<file path="src/rtl/csa_resolve_adder.sv">
// rtl/csa_resolve_adder.sv - two-stage pipelined carry-propagate adder resolving a carry-save pair
//
// Purpose: accepts the carry-save pair of the 4:2 compressor array and produces
// the full-width binary sum. The low SPLIT bits are added in stage 1 and their
// carry is registered; stage 2 adds the high segments plus that carry.
//
// Ports:
//   clock      in   sole clock, rising edge
//   reset      in   asynchronous active-low reset
//   in_valid   in   carry-save pair on in_0/in_1 is valid
//   in_ready   out  stage 1 can accept this cycle
//   in_0       in   [WIDTH-1:0] carry-save operand 0
//   in_1       in   [WIDTH-1:0] carry-save operand 1
//   out_valid  out  out_sum holds a resolved result
//   out_ready  in   consumer accepts out_sum this cycle
//   out_sum    out  [WIDTH:0] in_0 + in_1, full width
//   busy       out  any stage holds an entry
module csa_resolve_adder #(
  parameter int WIDTH = 17,
  parameter int SPLIT = 9
) (
  input  logic             clock,
  input  logic             reset,
  input  logic             in_valid,
  output logic             in_ready,
  input  logic [WIDTH-1:0] in_0,
  input  logic [WIDTH-1:0] in_1,
  output logic             out_valid,
  input  logic             out_ready,
  output logic [WIDTH:0]   out_sum,
  output logic             busy
);

  localparam int HW = WIDTH - SPLIT;

  logic             r_s1_valid;
  logic [SPLIT-1:0] r_s1_lo;
  logic             r_s1_c;
  logic [HW-1:0]    r_s1_hi0;
  logic [HW-1:0]    r_s1_hi1;

  logic             r_s2_valid;
  logic [WIDTH:0]   r_s2_sum;

  logic [SPLIT:0]   w_lo_sum;
  logic [HW:0]      w_hi_sum;
  logic             w_adv2;
  logic             w_accept;
  logic             w_pop;

  // Zero-extend by one bit so the segment carry-out lands in the MSB.
  assign w_lo_sum = {1'b0, in_0[SPLIT-1:0]} + {1'b0, in_1[SPLIT-1:0]};
  assign w_hi_sum = {1'b0, r_s1_hi0} + {1'b0, r_s1_hi1} + {{HW{1'b0}}, r_s1_c};

  // Stage 2 can take stage 1's entry when it is empty or draining this cycle.
  assign w_adv2   = r_s1_valid & (~r_s2_valid | out_ready);
  // Depends only on state and out_ready, never on in_valid.
  assign in_ready = ~r_s1_valid | w_adv2;
  assign w_accept = in_valid & in_ready;
  assign w_pop    = r_s2_valid & out_ready;

  assign out_valid = r_s2_valid;
  assign out_sum   = r_s2_sum;
  assign busy      = r_s1_valid | r_s2_valid;

  always_ff @(posedge clock or negedge reset) begin
    if (!reset) begin
      r_s1_valid <= 1'b0;
      r_s1_lo    <= '0;
      r_s1_c     <= 1'b0;
      r_s1_hi0   <= '0;
      r_s1_hi1   <= '0;
    end else begin
      if (w_accept) begin
        r_s1_valid <= 1'b1;
        r_s1_lo    <= w_lo_sum[SPLIT-1:0];
        r_s1_c     <= w_lo_sum[SPLIT];
        r_s1_hi0   <= in_0[WIDTH-1:SPLIT];
        r_s1_hi1   <= in_1[WIDTH-1:SPLIT];
      end else if (w_adv2) begin
        r_s1_valid <= 1'b0;
      end
    end
  end

  always_ff @(posedge clock or negedge reset) begin
    if (!reset) begin
      r_s2_valid <= 1'b0;
      r_s2_sum   <= '0;
    end else begin
      if (w_adv2) begin
        r_s2_valid <= 1'b1;
        r_s2_sum   <= {w_hi_sum, r_s1_lo};
      end else if (w_pop) begin
        r_s2_valid <= 1'b0;
      end
    end
  end

endmodule

</file>
<file path="config.mk">
export PLATFORM = sky130hd
export DESIGN_NAME = csa_resolve_adder
export DESIGN_NICKNAME = d
export VERILOG_FILES = /design/src/rtl/csa_resolve_adder.sv
export SDC_FILE = /design/constraint.sdc
export NUM_CORES = 1
export LEC_CHECK = 0
export BUFFER_PORTS_ARGS = -buffer_cell sky130_fd_sc_hd__buf_2
export CAP_MARGIN = 20
export CORE_UTILIZATION = 47
export DETAILED_ROUTE_END_ITERATION = 8
export HOLD_SLACK_MARGIN = 0.08
export PLACE_DENSITY = 0.72
export SKIP_CTS_REPAIR_TIMING = 1
export SYNTH_ARGS = -nofsm -noshare
export SYNTH_HDL_FRONTEND = slang
export SYNTH_SLANG_ARGS = --single-unit
</file>
<file path="constraint.sdc">
create_clock -name clock -period 4 [get_ports clock]
set_clock_uncertainty 0.05 [all_clocks]
set_input_delay 0.2 -clock clock [delete_from_list [all_inputs] [get_ports clock]]
set_output_delay 0.2 -clock clock [all_outputs]
set_load 0.02 [all_outputs]
</file>
==> out/qor.txt <==
Worst slew margin: 40.0%
Worst path slowest cell: fa_1
die area: 0.00534 sq mm
final count of negative-setup-slack endpoints: 0
Fmax: 457 MHz
met3 wire length: 204 microns
Worst Tran Pin Value: 898 ps
Cell Rows: 25
largest family of logic cells by synthesized area: multiplexers
Placement Cell Area: 0.00272 sq mm
leakage power: 1.42 nW
Max FO, Critical Path: 3
effective utilization at floorplan: 49.6%
DRC: 0
count of buffers from port buffering: 58
unrepaired setup endpoints after global routing: no
PD cells: 489 mW/mm^2
CTS buffer count: 5
Max H-tree Level: 2
setup TNS: 0 ps
share of cells above drive strength 1: 27.2%
post-layout minimum cycle time: 2190 ps
final wirelength: 4600 microns
CP Capture Type: flop
post-synthesis mux area share: 13.3%
gp weighted congestion: 0.805
Startpoint Class: flop
ANT cells: 0
vias in the first global route: 1700
Post-Synth Adder-Cell Area: 11.0%
DR WL met2: 2110 microns
max incr delay on CP: 480 ps
max-cap violations: 0
antenna-violating nets left: 0
YS warnings: 0
IR drop worst, VDD: 0.000247 V
ys async rst share: 100%
initial antenna violation count: 0
fin crit share: 54.7%
CP most frequent cell: fa_1
Hold Vio Cnt, Final: 0
wire length of the first global-routing pass: 7490 microns
Post-synth EDFFs: 0
final slew viol count: 0
Hold WS: 73.8 ps
worst setup margin: 1810 ps
syn_area_per_cell: 11.5 sq um
Top Layer Used: met4
total gr overflow: 0
CTS tree: built
ys flop type: dfrtp_1
XOR/XNOR Fraction of Synth Area: 3.32%
Clock Latency Late Sink: 290 ps
DR WL/cell: 13.1 microns
Ports: 59
simple-gate share of the synthesized area: 9.00%
Starting DRT DRC Count: 49
pre-CTS setup slack: 1820 ps
Worst-path clk slew: 80 ps
Num Clock Sinks: 46
Die W: 73.1 microns
CTS Root Buffer Type: clkbuf_8
crit path kind: reg -> reg
syn_nets: 263
die span in y: 73.1 microns
worst path cell trace: fa_1 > fa_1 > a21o_1 > nand3_1 > nand3b_1 > a211oi_1 > o31ai_1
DR pass1 iterations: 4
core footprint: 0.00479 sq mm
Tot GR Track Use: 18.5%
vias: 1784
Max clock buf depth: 2
cell area after layout: 0.00299 sq mm
FF+latch count, synth: 46
Seq/Total Area, Yosys: 48.4%
met1 WL: 2180 microns
WP data arrival: 2290 ps
synthesis-to-layout area growth: 25.6%
outcome: completed
largest net degree at the start of global routing: 47
vias per inst: 5.10
area of the mapped netlist: 0.00238 sq mm
critical path required time: 4100 ps
Yosys cell types: 35
Mapped Cells: 206
Net count, final: 339
Post-DP HPWL: 3180 microns
area fraction in compound gates after synthesis: 13.0%
Hold Crit Class: in -> reg
worst paths after layout:
check                      startpoint           to  slack, ps  depth (start not counted)
setup / recovery               r_s1_c  out_sum[15]       1810                          7
hold / removal               in_1[13]  r_s1_hi1[4]         70                          2
setup reg to reg               r_s1_c  out_sum[15]       1810                          7
hold reg to reg            r_s1_lo[6]   r_s1_lo[6]        430                          2
max in group asynchronous       reset   r_s1_lo[3]       3090                          3
min in group asynchronous       reset  r_s1_hi1[1]        330                          2
sequential cells by signal (all words and copies together), names as in the netlist:
register and flops:
out_valid 1, out_sum 18, r_s1_lo 9, r_s1_valid 1
r_s1_hi1 8, r_s1_c 1, r_s1_hi0 8
worst max-delay path: cells and delay by family (launching register included):
family	cells	cell delay (ps)
flip-flops	1	410
adder cells (fa/ha/maj)	2	900
AO/OA/AOI/OAI	3	490
AND/OR/NAND/NOR	2	190
cell type report:
class / instances / area, sq um
inverter: 4 / 15.0
sequential: 46 / 1150
timing repair buffer: 75 / 468
tap: 67 / 83.8
fill: 400 / 1800
clock inverter: 1 / 5.00
clock buffer: 7 / 86.3
multi-input combinational: 150 / 1180
stage by stage:
stage / instances / power (W) / util, %
2_1_floorplan: 206 / 0.00100 / -
3_3_place_gp: 326 / 0.00115 / 56.9
3_5_place_dp: 326 / 0.00117 / 56.9
4_1_cts: 334 / 0.00146 / 58.8
5_1_grt: 350 / 0.00156 / 62.4
6_report: 350 / 0.00146 / 62.4
cell usage after synthesis (all sizes together) (3+ instances only):
cell    number  area share (%)
o31ai        3            0.95
o21ai       18             3.8
ha          16             8.4
inv          4            0.63
nand2b       3            0.79
a211oi       4             1.3
mux2        28              13
buf          4             1.1
o21a         3            0.95
nor2         5            0.79
a21o         5             1.6
nand2       15             2.4
nand3        3            0.63
fa           3             2.5
dfrtp       46              48
xor2         8             2.9
nor3         8             1.7
a21oi       11             2.3
power breakdown:
| part | switching [W] | leakage [nW] | internal [W] |
|---|---|---|---|
| clock network | 0.000147 | 0.0482 | 0.000139 |
| logic | 0.000299 | 0.827 | 0.000227 |
| registers | 0.0000651 | 0.547 | 0.000582 |
| total | 0.000511 | 1.42 | 0.000949 |
routing by layer:
metal	global-route usage, %	vias to the layer above
met1	24.4	838
met2	28.6	43
met3	4.97	9
li1	-	894
met5	0	-
met4	8.28	0
logic make-up after synthesis:
group / after synthesis
AO/OA/AOI/OAI: 50
flip-flops: 46
AND/OR/NAND/NOR: 44
multiplexers: 28
adder cells (fa/ha/maj): 19
buffers and inverters: 10
XOR/XNOR: 9
placed cells by master, fill, tap and decap left out:
cell type      instances
dlygate4sd3_1         15
clkbuf_1               1
o21ai_0               10
buf_2                 58
o31ai_1                3
mux2_2                 9
clkinv_2               1
o21ai_1                8
o211a_1                1
a211oi_1               4
nand2b_1               3
nor4_1                 1
nor3_1                 8
a41o_1                 1
buf_4                  1
and2_1                 1
nor2b_1                1
nand4_1                2
nand3_1                3
a31oi_1                1
nand3b_1               2
o21bai_1               2
xnor2_1                1
or2_2                  1
or3_1                  2
fa_1                   3
dfrtp_1               46
xor2_1                 8
nor2_1                 5
o31a_1                 1
a21oi_1               11
a21o_1                 5
buf_12                 1
ha_1                  16
inv_1                  4
mux2_1                19
o21a_1                 3
clkbuf_8               6
nand2_1               15
No activity file was read; power rests on OpenSTA's default activity.
